==> src/rtl/usrt_cfg_regs.sv <==
// APB-style configuration/status registers and baud tick generator for the USRT.
// Define USRT_DIV_OVERRIDE_EN to add the DIVLO/DIVHI custom-divisor registers at addr2/3.
module usrt_cfg_regs #(
  parameter int P_CLK_HZ = 10_000_000,
  parameter int P_DIV_W  = 14,
  parameter int P_ADDR_W = 2
) (
  input  logic                i_Pclk,
  input  logic                i_Preset,
  input  logic                i_Psel,
  input  logic                i_Penable,
  input  logic                i_Pwrite,
  input  logic [P_ADDR_W-1:0] i_Paddr,
  input  logic [7:0]          i_Pwdata,
  output logic [7:0]          o_Prdata,
  output logic                o_Pready,
  input  logic                i_TxBusy,
  input  logic                i_RxValid,
  input  logic                i_ParityErr,
  input  logic                i_FrameErr,
  input  logic                i_Overrun,
  output logic [P_DIV_W-1:0]  o_Divisor,
  output logic [1:0]          o_Parity,
  output logic                o_TwoStop,
  output logic                o_TxEn,
  output logic                o_RxEn,
  output logic                o_BaudTick,
  output logic                o_Irq
);

  localparam logic [P_DIV_W-1:0] DIV_1200   = P_DIV_W'(P_CLK_HZ / 1200);
  localparam logic [P_DIV_W-1:0] DIV_2400   = P_DIV_W'(P_CLK_HZ / 2400);
  localparam logic [P_DIV_W-1:0] DIV_4800   = P_DIV_W'(P_CLK_HZ / 4800);
  localparam logic [P_DIV_W-1:0] DIV_9600   = P_DIV_W'(P_CLK_HZ / 9600);
  localparam logic [P_DIV_W-1:0] DIV_19200  = P_DIV_W'(P_CLK_HZ / 19200);
  localparam logic [P_DIV_W-1:0] DIV_38400  = P_DIV_W'(P_CLK_HZ / 38400);
  localparam logic [P_DIV_W-1:0] DIV_57600  = P_DIV_W'(P_CLK_HZ / 57600);
  localparam logic [P_DIV_W-1:0] DIV_115200 = P_DIV_W'(P_CLK_HZ / 115200);
  localparam logic [P_DIV_W-1:0] ONE        = P_DIV_W'(1);
  localparam logic [7:0]         CTRL_RST   = 8'h03;

  function automatic logic [P_DIV_W-1:0] table_div(input logic [2:0] sel);
    logic [P_DIV_W-1:0] d;
    case (sel)
      3'd0:    d = DIV_1200;
      3'd1:    d = DIV_2400;
      3'd2:    d = DIV_4800;
      3'd3:    d = DIV_9600;
      3'd4:    d = DIV_19200;
      3'd5:    d = DIV_38400;
      3'd6:    d = DIV_57600;
      default: d = DIV_115200;
    endcase
    return d;
  endfunction

  logic [7:0]         ctrl_q, ctrl_d;
  logic [2:0]         sticky_q, sticky_d;
  logic               irq_q;
  logic               pready_q, pready_d;
  logic [7:0]         prdata_q, prdata_d;
  logic [P_DIV_W-1:0] cnt_q, cnt_d;
  logic               tick_q, tick_d;
  logic [P_DIV_W-1:0] div_cur, div_nxt;
  logic               access, wr_en;
  logic [7:0]         rdata;
  logic [2:0]         w1c;

  assign access = i_Psel & i_Penable & ~pready_q;
  assign wr_en  = access & i_Pwrite;

`ifdef USRT_DIV_OVERRIDE_EN
  localparam int         HI_W    = P_DIV_W - 8;
  localparam logic [7:0] HI_MASK = 8'h80 | 8'((1 << HI_W) - 1);

  logic [7:0] divlo_q, divlo_d;
  logic [7:0] divhi_q, divhi_d;

  // A custom divisor of 0 would stall the counter, so it behaves as 1.
  function automatic logic [P_DIV_W-1:0] div_sel(input logic [7:0] ctrl,
                                                 input logic [7:0] lo,
                                                 input logic [7:0] hi);
    logic [P_DIV_W-1:0] custom;
    logic [P_DIV_W-1:0] d;
    custom = {hi[HI_W-1:0], lo};
    if (!hi[7])             d = table_div(ctrl[2:0]);
    else if (custom == '0)  d = ONE;
    else                    d = custom;
    return d;
  endfunction

  always_comb begin
    divlo_d = divlo_q;
    divhi_d = divhi_q;
    if (wr_en && i_Paddr == P_ADDR_W'(2)) divlo_d = i_Pwdata;
    if (wr_en && i_Paddr == P_ADDR_W'(3)) divhi_d = i_Pwdata & HI_MASK;
  end

  always_ff @(posedge i_Pclk or posedge i_Preset) begin
    if (i_Preset) begin
      divlo_q <= '0;
      divhi_q <= '0;
    end else begin
      divlo_q <= divlo_d;
      divhi_q <= divhi_d;
    end
  end

  assign div_cur = div_sel(ctrl_q, divlo_q, divhi_q);
  assign div_nxt = div_sel(ctrl_d, divlo_d, divhi_d);
`else
  assign div_cur = table_div(ctrl_q[2:0]);
  assign div_nxt = table_div(ctrl_d[2:0]);
`endif

  always_comb begin
    rdata = '0;
    if (i_Paddr == P_ADDR_W'(0))      rdata = ctrl_q;
    else if (i_Paddr == P_ADDR_W'(1)) rdata = {3'b000, sticky_q, i_RxValid, i_TxBusy};
`ifdef USRT_DIV_OVERRIDE_EN
    else if (i_Paddr == P_ADDR_W'(2)) rdata = divlo_q;
    else if (i_Paddr == P_ADDR_W'(3)) rdata = divhi_q;
`endif
  end

  always_comb begin
    ctrl_d = ctrl_q;
    if (wr_en && i_Paddr == P_ADDR_W'(0)) ctrl_d = i_Pwdata;

    w1c = '0;
    if (wr_en && i_Paddr == P_ADDR_W'(1)) w1c = i_Pwdata[4:2];
    // Event OR-ed in after the clear so a coincident event survives.
    sticky_d = (sticky_q & ~w1c) | {i_Overrun, i_FrameErr, i_ParityErr};

    pready_d = access;
    prdata_d = access ? rdata : prdata_q;

    tick_d = 1'b0;
    if (div_nxt != div_cur)            cnt_d = div_nxt - ONE;
    else if (!(ctrl_q[6] | ctrl_q[7])) cnt_d = div_cur - ONE;
    else if (cnt_q == '0) begin
      tick_d = 1'b1;
      cnt_d  = div_cur - ONE;
    end else                           cnt_d = cnt_q - ONE;
  end

  always_ff @(posedge i_Pclk or posedge i_Preset) begin
    if (i_Preset) begin
      ctrl_q   <= CTRL_RST;
      sticky_q <= '0;
      irq_q    <= 1'b0;
      pready_q <= 1'b0;
      prdata_q <= '0;
      cnt_q    <= DIV_9600 - ONE;
      tick_q   <= 1'b0;
    end else begin
      ctrl_q   <= ctrl_d;
      sticky_q <= sticky_d;
      irq_q    <= |sticky_q;
      pready_q <= pready_d;
      prdata_q <= prdata_d;
      cnt_q    <= cnt_d;
      tick_q   <= tick_d;
    end
  end

  assign o_Prdata   = prdata_q;
  assign o_Pready   = pready_q;
  assign o_Divisor  = div_cur;
  assign o_Parity   = (ctrl_q[4:3] == 2'b11) ? 2'b00 : ctrl_q[4:3];
  assign o_TwoStop  = ctrl_q[5];
  assign o_TxEn     = ctrl_q[6];
  assign o_RxEn     = ctrl_q[7];
  assign o_BaudTick = tick_q;
  assign o_Irq      = irq_q;

endmodule

==> config.mk <==
export PLATFORM = sky130hd
export DESIGN_NAME = usrt_cfg_regs
export DESIGN_NICKNAME = d
export VERILOG_FILES = /design/src/rtl/usrt_cfg_regs.sv
export SDC_FILE = /design/constraint.sdc
export NUM_CORES = 1
export LEC_CHECK = 0
export ABC_AREA = 1
export ABC_CLOCK_PERIOD_IN_PS = 2400
export BUFFER_PORTS_ARGS = -buffer_cell sky130_fd_sc_hd__buf_4
export CAP_MARGIN = 20
export CELL_PAD_IN_SITES_DETAIL_PLACEMENT = 1
export CELL_PAD_IN_SITES_GLOBAL_PLACEMENT = 1
export CORE_MARGIN = 2
export CORE_UTILIZATION = 41
export CTS_BUF_LIST = sky130_fd_sc_hd__clkbuf_2
export CTS_CLUSTER_SIZE = 16
export DETAILED_ROUTE_END_ITERATION = 12
export HOLD_SLACK_MARGIN = 0.12
export PLACE_DENSITY_LB_ADDON = 0.1
export SYNTH_ARGS = -nofsm -noshare
export SYNTH_HDL_FRONTEND = slang
export SYNTH_SLANG_ARGS = --single-unit
==> constraint.sdc <==
create_clock -name i_Pclk -period 2.4 [get_ports i_Pclk]
set_input_delay 0.12 -clock i_Pclk [delete_from_list [all_inputs] [get_ports i_Pclk]]
set_output_delay 0.12 -clock i_Pclk [all_outputs]
set_load 0.02 [all_outputs]
# Word-level counts from Yosys, hierarchy flattened
# Cells that the tools add are included.
# Widths: inputs -> output; s select.
# word_totals
out_inout_bits	30
ram_bits	0
in_bits	20
ff_bits	36
wordCells	54
latchBits	0
memories	0
rom_bits	0
# classes
n_div	0
n_addsub	3
shift	0
bitwise	8
n_mux	13
reduce_logical	7
n_eq_ne	15
n_mul	0
magnitude_cmp	0
# ops
cell	count
$pmux 14 s7	2
$mux 14	3
$sub 14x1->14 const B	3
$eq 3x3->1 const B	6
$logic_not 14->1	1
$ne 14x14->1	1
$eq 3x2->1 const B	4
$mux 8	1
$eq 3x1->1 const B	2
$logic_not 3->1	2
$mux 3	2
$mux 5	1
$and 1x1->1	3
$and 3x3->3	1
$mux 1	3
$not 3->3	1
$or 3x3->3	1
$reduce_or 3->1	1
$eq 2x1->1 const B	1
$eq 2x2->1 const B	1
$logic_and 1x1->1	2
$logic_not 2->1	1
$mux 2	1
$not 1->1	1
$or 1x1->1	1

# Logic depth before layout (Yosys ltp)
# logic_depth
word_depth	9
depth_mapped	16
depth_no_buf	14

# Worst setup path after synthesis
# Ideal clock, no wire load.
# synth_path
kind	reg2reg
startpoint	register ctrl_q[1]
endpoint	register cnt_q[2]
synth_period_minus_slack_ns	2.322
arrival_ns	2.206
stages_incl_launch_ff	13
path_buffers	1
path_slack_ns	0.078
required_time_ns	2.284
setup_ns	0.116
cell_sequence	dfstp_2 buf_2 inv_1 nor2_1 nand2_1 inv_1 nor2_1 ha_1 xor2_1 nor2_1 nor2_1 nand3_1 nand2_1
# synth_via
elab_cells_between_ends	23
classes_between	2 x add/sub; 13 x eq/ne; 6 x mux; 2 x reduce/logical
# synth_rtl
element	line_no	rtl
start: declaration	57	logic [7:0] ctrl_q, ctrl_d;
start signal: assignment	157	ctrl_q <= ctrl_d;
$eq 3x3->1, or another cell as far along	44	case (sel)
$pmux 14 s7 (*)	44	
via o_Divisor[5]	22	output logic [P_DIV_W-1:0] o_Divisor,
$ne 14x14->1 (*)	139	if (div_nxt != div_cur) cnt_d = div_nxt - ONE;
$mux 14 (*)	139	
via cnt_d[2]	62	logic [P_DIV_W-1:0] cnt_q, cnt_d;
end signal: assignment	154	cnt_q <= DIV_9600 - ONE;
end signal: assignment	162	cnt_q <= cnt_d;
end: declaration	62	
# The timed path passes the listed nets; every way through them passes the cells marked *.
# A chain may end at the register's enable or synchronous reset.

# Final worst setup path
# layout_path
startpoint	register ctrl_q[0]
endpoint	register cnt_q[2]
# layout_via
elab_chain_len	6
elab_cells_between_ends	23
classes_between	2 x add/sub; 13 x eq/ne; 6 x mux; 2 x reduce/logical
# layout_lines
element	line_no	rtl
$eq 3x3->1, or another cell as far along	44	
$pmux 14 s7	44	
$sub 14x1->14	140, 143	
$mux 14	141	else if (cnt_q == '0) begin
$mux 14	140	else if (!(ctrl_q[6] | ctrl_q[7])) cnt_d = div_cur - ONE;
$mux 14 (*)	139	
via cnt_d[2]	62	
# Marked as above.

==> results_tabular.tex <==
\begin{tabular}{lr}
\hline
Metric & Value \\
\hline
\multicolumn{2}{l}{\textbf{Status}} \\
Outcome & completed \\
\multicolumn{2}{l}{\textbf{Setup path}} \\
Capturing point of the worst reg2reg path & cnt\_q[2] \\
Depth of the worst register-to-register path & 13 \\
Endpoint class of the critical path & register \\
Slack of the worst reg-to-reg path & 0.17 ns \\
Family with the most delay on the worst path & flip-flops \\
Critical Path End & cnt\_q[2] \\
Combined buffer and inverter count along the critical path & 3 \\
Critical path class & reg2reg \\
Cells traversed along the worst timing path & buf\_4 -> buf\_4 -> nand2\_1 -> inv\_1 -> nand2\_1 -> nand2\_2 -> nor2\_1 -> ha\_1 -> xor2\_1 -> nor2\_1 -> nor2\_1 -> nand3\_1 -> nand2\_1 \\
Source of the worst register-to-register timing path & ctrl\_q[0] \\
Number of cells on the critical path & 13 \\
Max incr delay on CP & between 0.6 and 0.7 ns \\
Critical path's slowest cell & sky130\_fd\_sc\_hd\_\_dfstp\_2 \\
Max FO, Critical Path & 6 \\
Data arrival time at the worst-slack endpoint & 2.56 ns \\
Critical path launch point type & register \\
Worst setup path start & ctrl\_q[0] \\
Worst EP required & 2.73 ns \\
\multicolumn{2}{l}{\textbf{Clock network}} \\
Clock transition at the register clock pins on the worst setup and hold paths after CTS & 0.22 ns \\
Skew-Pair Late Insertion Delay & 0.40 ns \\
Largest buffer count on any clock path & 2 \\
CTS tree & done \\
H-tree depth & 2 \\
Clock root cell & sky130\_fd\_sc\_hd\_\_clkbuf\_2 \\
Number of buffers created by CTS & 5 \\
Number of clock sinks seen by CTS & 36 \\
\multicolumn{2}{l}{\textbf{Synth}} \\
Gate count of the mapped netlist & 364 \\
Dominant combinational cell family by area after synthesis & simple AND/OR/NAND/NOR gates \\
Cell type with the highest aggregate area in the netlist & sky130\_fd\_sc\_hd\_\_dfrtp\_1 \\
Synthesized netlist net count & 386 \\
Synthesized-area fraction occupied by xor and xnor cells & 3.46\% \\
Synth Area in Compound Gates & between 7 and 8\% \\
Post-synthesis share of cell area spent on full adders, half adders and majority gates & 0.989\% \\
Leading post-synthesis cells by instance count & sky130\_fd\_sc\_hd\_\_nand2\_1, sky130\_fd\_sc\_hd\_\_inv\_1, sky130\_fd\_sc\_hd\_\_nor2\_1, sky130\_fd\_sc\_hd\_\_nand3\_1, sky130\_fd\_sc\_hd\_\_dfrtp\_1 \\
Average size of a mapped cell & 6.95 µm² \\
Synth async-reset ratio & 100\% \\
Most frequently used flop master after synthesis & sky130\_fd\_sc\_hd\_\_dfrtp\_1 \\
Leading cell type by number of instances after synthesis & sky130\_fd\_sc\_hd\_\_nand2\_1 \\
Syn Std Cell Area & 2530 µm² \\
Post-synth top area share & 31.7\% \\
Sequential cell area fraction in the yosys report & 35.8\% \\
Post-Synth Simple-Gate Area & 40.9\% \\
Area contributors post-synth & sky130\_fd\_sc\_hd\_\_dfrtp\_1, sky130\_fd\_sc\_hd\_\_nand2\_1, sky130\_fd\_sc\_hd\_\_nand3\_1 \\
Synth Register Bits & 36 \\
Multiplexer share of the synthesized area & 0\% \\
Netlist cell types & 33 \\
Number of synthesized flops with an enable pin & 0 \\
Yosys warning count & 0 \\
\multicolumn{2}{l}{\textbf{Place}} \\
Final Wtd Congestion & roughly 0.89 \\
Placed inst area & 3020 µm² \\
Number of port buffers & 49 \\
Final HPWL DP & $\sim$6000 µm \\
\multicolumn{2}{l}{\textbf{Timing}} \\
Fraction of the cycle the final worst path needs & 92.9\% \\
Achievable Freq & approximately 0.45 GHz \\
Slew at the pin closest to its max-slew limit & $\sim$0.50 ns \\
Max Clock Skew & 0.0297 ns \\
Endpoints failing setup & 0 \\
Min cycle time layout & 2.23 ns \\
RSZ-0062 raised after global routing & false \\
Final max-slew violation count & 0 \\
Sum of negative setup slack & 0 ns \\
Count of final hold-check violations & 0 \\
Max transition margin & about 67\% \\
\multicolumn{2}{l}{\textbf{Floorplanning}} \\
Die Y-Extent & between 80 and 90 µm \\
Placeable Area & 5960 µm² \\
Die extent in x & 82.6 µm \\
Total number of placement rows & 28 \\
Ports & 50 \\
Die Footprint & roughly 7000 µm² \\
Starting density of the core & 42.5\% \\
\multicolumn{2}{l}{\textbf{Global route}} \\
Initial antenna violation count & 0 \\
Via count of the first global-routing pass & 2857 \\
Global route overflow & 0 \\
Global router's overall resource usage & 27.3\% \\
Wire length of the first global-routing pass & 14000 µm \\
Pin count of the biggest net entering global routing & 37 \\
\multicolumn{2}{l}{\textbf{Final layout}} \\
Fraction of layout instances using a drive strength above 1 & about a quarter \\
Synth-to-layout area growth & 35.2\% \\
Summed area of non-filler cells in the final layout & approximately 3400 µm² \\
Number of inserted diodes & 0 \\
Total number of nets in the final design & 480 \\
\multicolumn{2}{l}{\textbf{Route}} \\
Number of design rule violations left after detail routing & 0 \\
ANT nets after route & 0 \\
Aggregate routed wire length & 8880 µm \\
Via-per-instance ratio & 5.17 \\
Number of vias in the routed layout & approximately 2800 \\
Number of search-and-repair iterations in the first detailed-routing pass & 4 \\
WL per Instance & 16.6 µm \\
Iteration-0 DRC count of the detailed router & roughly 150 \\
\multicolumn{2}{l}{\textbf{Power}} \\
Peak VDD IR & approximately 0.42 mV \\
Leakage power total & about 1.9 nW \\
Power density over cell area & 893 nW/µm² \\
\multicolumn{2}{l}{\textbf{Flow run}} \\
Reported max-cap violation count & 0 \\
\multicolumn{2}{l}{\textbf{Worst hold path}} \\
Type of the most critical hold path & in2reg \\
\hline
\end{tabular}
## where the power goes
| group | switching [W] | internal [W] | total [W] |
|---|---|---|---|
| logic | 0.00112 | 0.000658 | 0.00178 |
| clock network | 0.000222 | 0.000179 | 0.000402 |
| registers | 0.000125 | 0.000751 | 0.000876 |
| total | 0.00147 | 0.00159 | 0.00305 |
## routing by layer
layer,routed length (µm),GRT usage [%],vias to the layer above
li1,-,-,1335
met5,0,0,-
met1,4080,36.2,1350
met3,367,4.67,12
met4,130,6.89,0
met2,4300,46.4,65
## cell families after synthesis
kind of cell / Yosys count
xor gates and xnor gates: 10
buffers and inverters: 65
and+or+nand+nor: 218
DFF: 36
adders and majority gates: 2
AOI/OAI and AO/OA: 33
## layout by cell type (no fill, tap or decap), types with 4 or more instances in the layout
cell,instances
sky130_fd_sc_hd__a21oi_1,10
sky130_fd_sc_hd__a31oi_1,6
sky130_fd_sc_hd__buf_4,73
sky130_fd_sc_hd__clkbuf_2,6
sky130_fd_sc_hd__dfrtp_1,32
sky130_fd_sc_hd__dfstp_2,4
sky130_fd_sc_hd__dlygate4sd3_1,26
sky130_fd_sc_hd__inv_1,49
sky130_fd_sc_hd__nand2_1,94
sky130_fd_sc_hd__nand2_2,11
sky130_fd_sc_hd__nand3_1,41
sky130_fd_sc_hd__nand4_1,6
sky130_fd_sc_hd__nor2_1,45
sky130_fd_sc_hd__nor2_4,5
sky130_fd_sc_hd__o21ai_0,11
sky130_fd_sc_hd__xor2_1,7
## worst reg2reg max path, delay by kind of cell, from the launching register on
family / cells / cell delay, ns
xor+xnor: 1 / 0.22
simple gates: 8 / 0.68
buf+inv: 3 / 0.35
fa+ha+maj: 1 / 0.22
flops: 1 / 0.68
## flip-flops by register name (all words and copies together), names as in the netlist
signal,count
cnt_q,14
o_Irq,1
o_Pready,1
o_Prdata,8
sticky_q,3
o_BaudTick,1
ctrl_q,8
## per-stage QoR
| stage | hold WS (ns) | worst slack, ns | utilization, % | instances | total power [W] |
|---|---|---|---|---|---|
| after floorplan | 0.230 | 0.0779 | - | 364 | 0.00198 |
| after global placement | 0.275 | 0.151 | 50.6 | 491 | 0.00245 |
| after detailed placement | 0.291 | 0.125 | 50.6 | 491 | 0.00248 |
| after CTS | 0.123 | 0.0553 | 56.1 | 525 | 0.00293 |
| after global routing | 0.138 | 0.00839 | 57.4 | 534 | 0.00327 |
| final | 0.141 | 0.171 | 57.4 | 534 | 0.00305 |
## layout make-up
type | count | area [µm²]
tap | 75 | 93.8
timing repair buffer | 99 | 808
fill | 786 | 2530
inverter | 53 | 199
multi-input combinational | 263 | 1350
clock buffer | 6 | 30.0
clock inverter | 2 | 35.0
sequential | 36 | 906
## worst min-delay path by stage
stage                      startpoint     endpoint  slack, ns  cells after the start
after floorplan           i_Pwdata[5]    ctrl_q[5]       0.23                      2
after CTS                  i_Paddr[0]  o_Prdata[7]       0.12                      5
final                      i_Paddr[0]  o_Prdata[5]       0.14                      5
after global placement       i_Preset   o_BaudTick       0.28                      3
after global routing       i_Paddr[0]  o_Prdata[5]       0.14                      5
after detailed placement     i_Preset   o_BaudTick       0.29                      3
## what timing repair did
item	CTS	global route
hold buffers	26	0
endpoints found under the hold margin	51	0
setup buffers	0	9
gates resized for setup	0	5
endpoints found under the setup margin	0	16
Note: power is estimated with default switching activity, not from simulation.
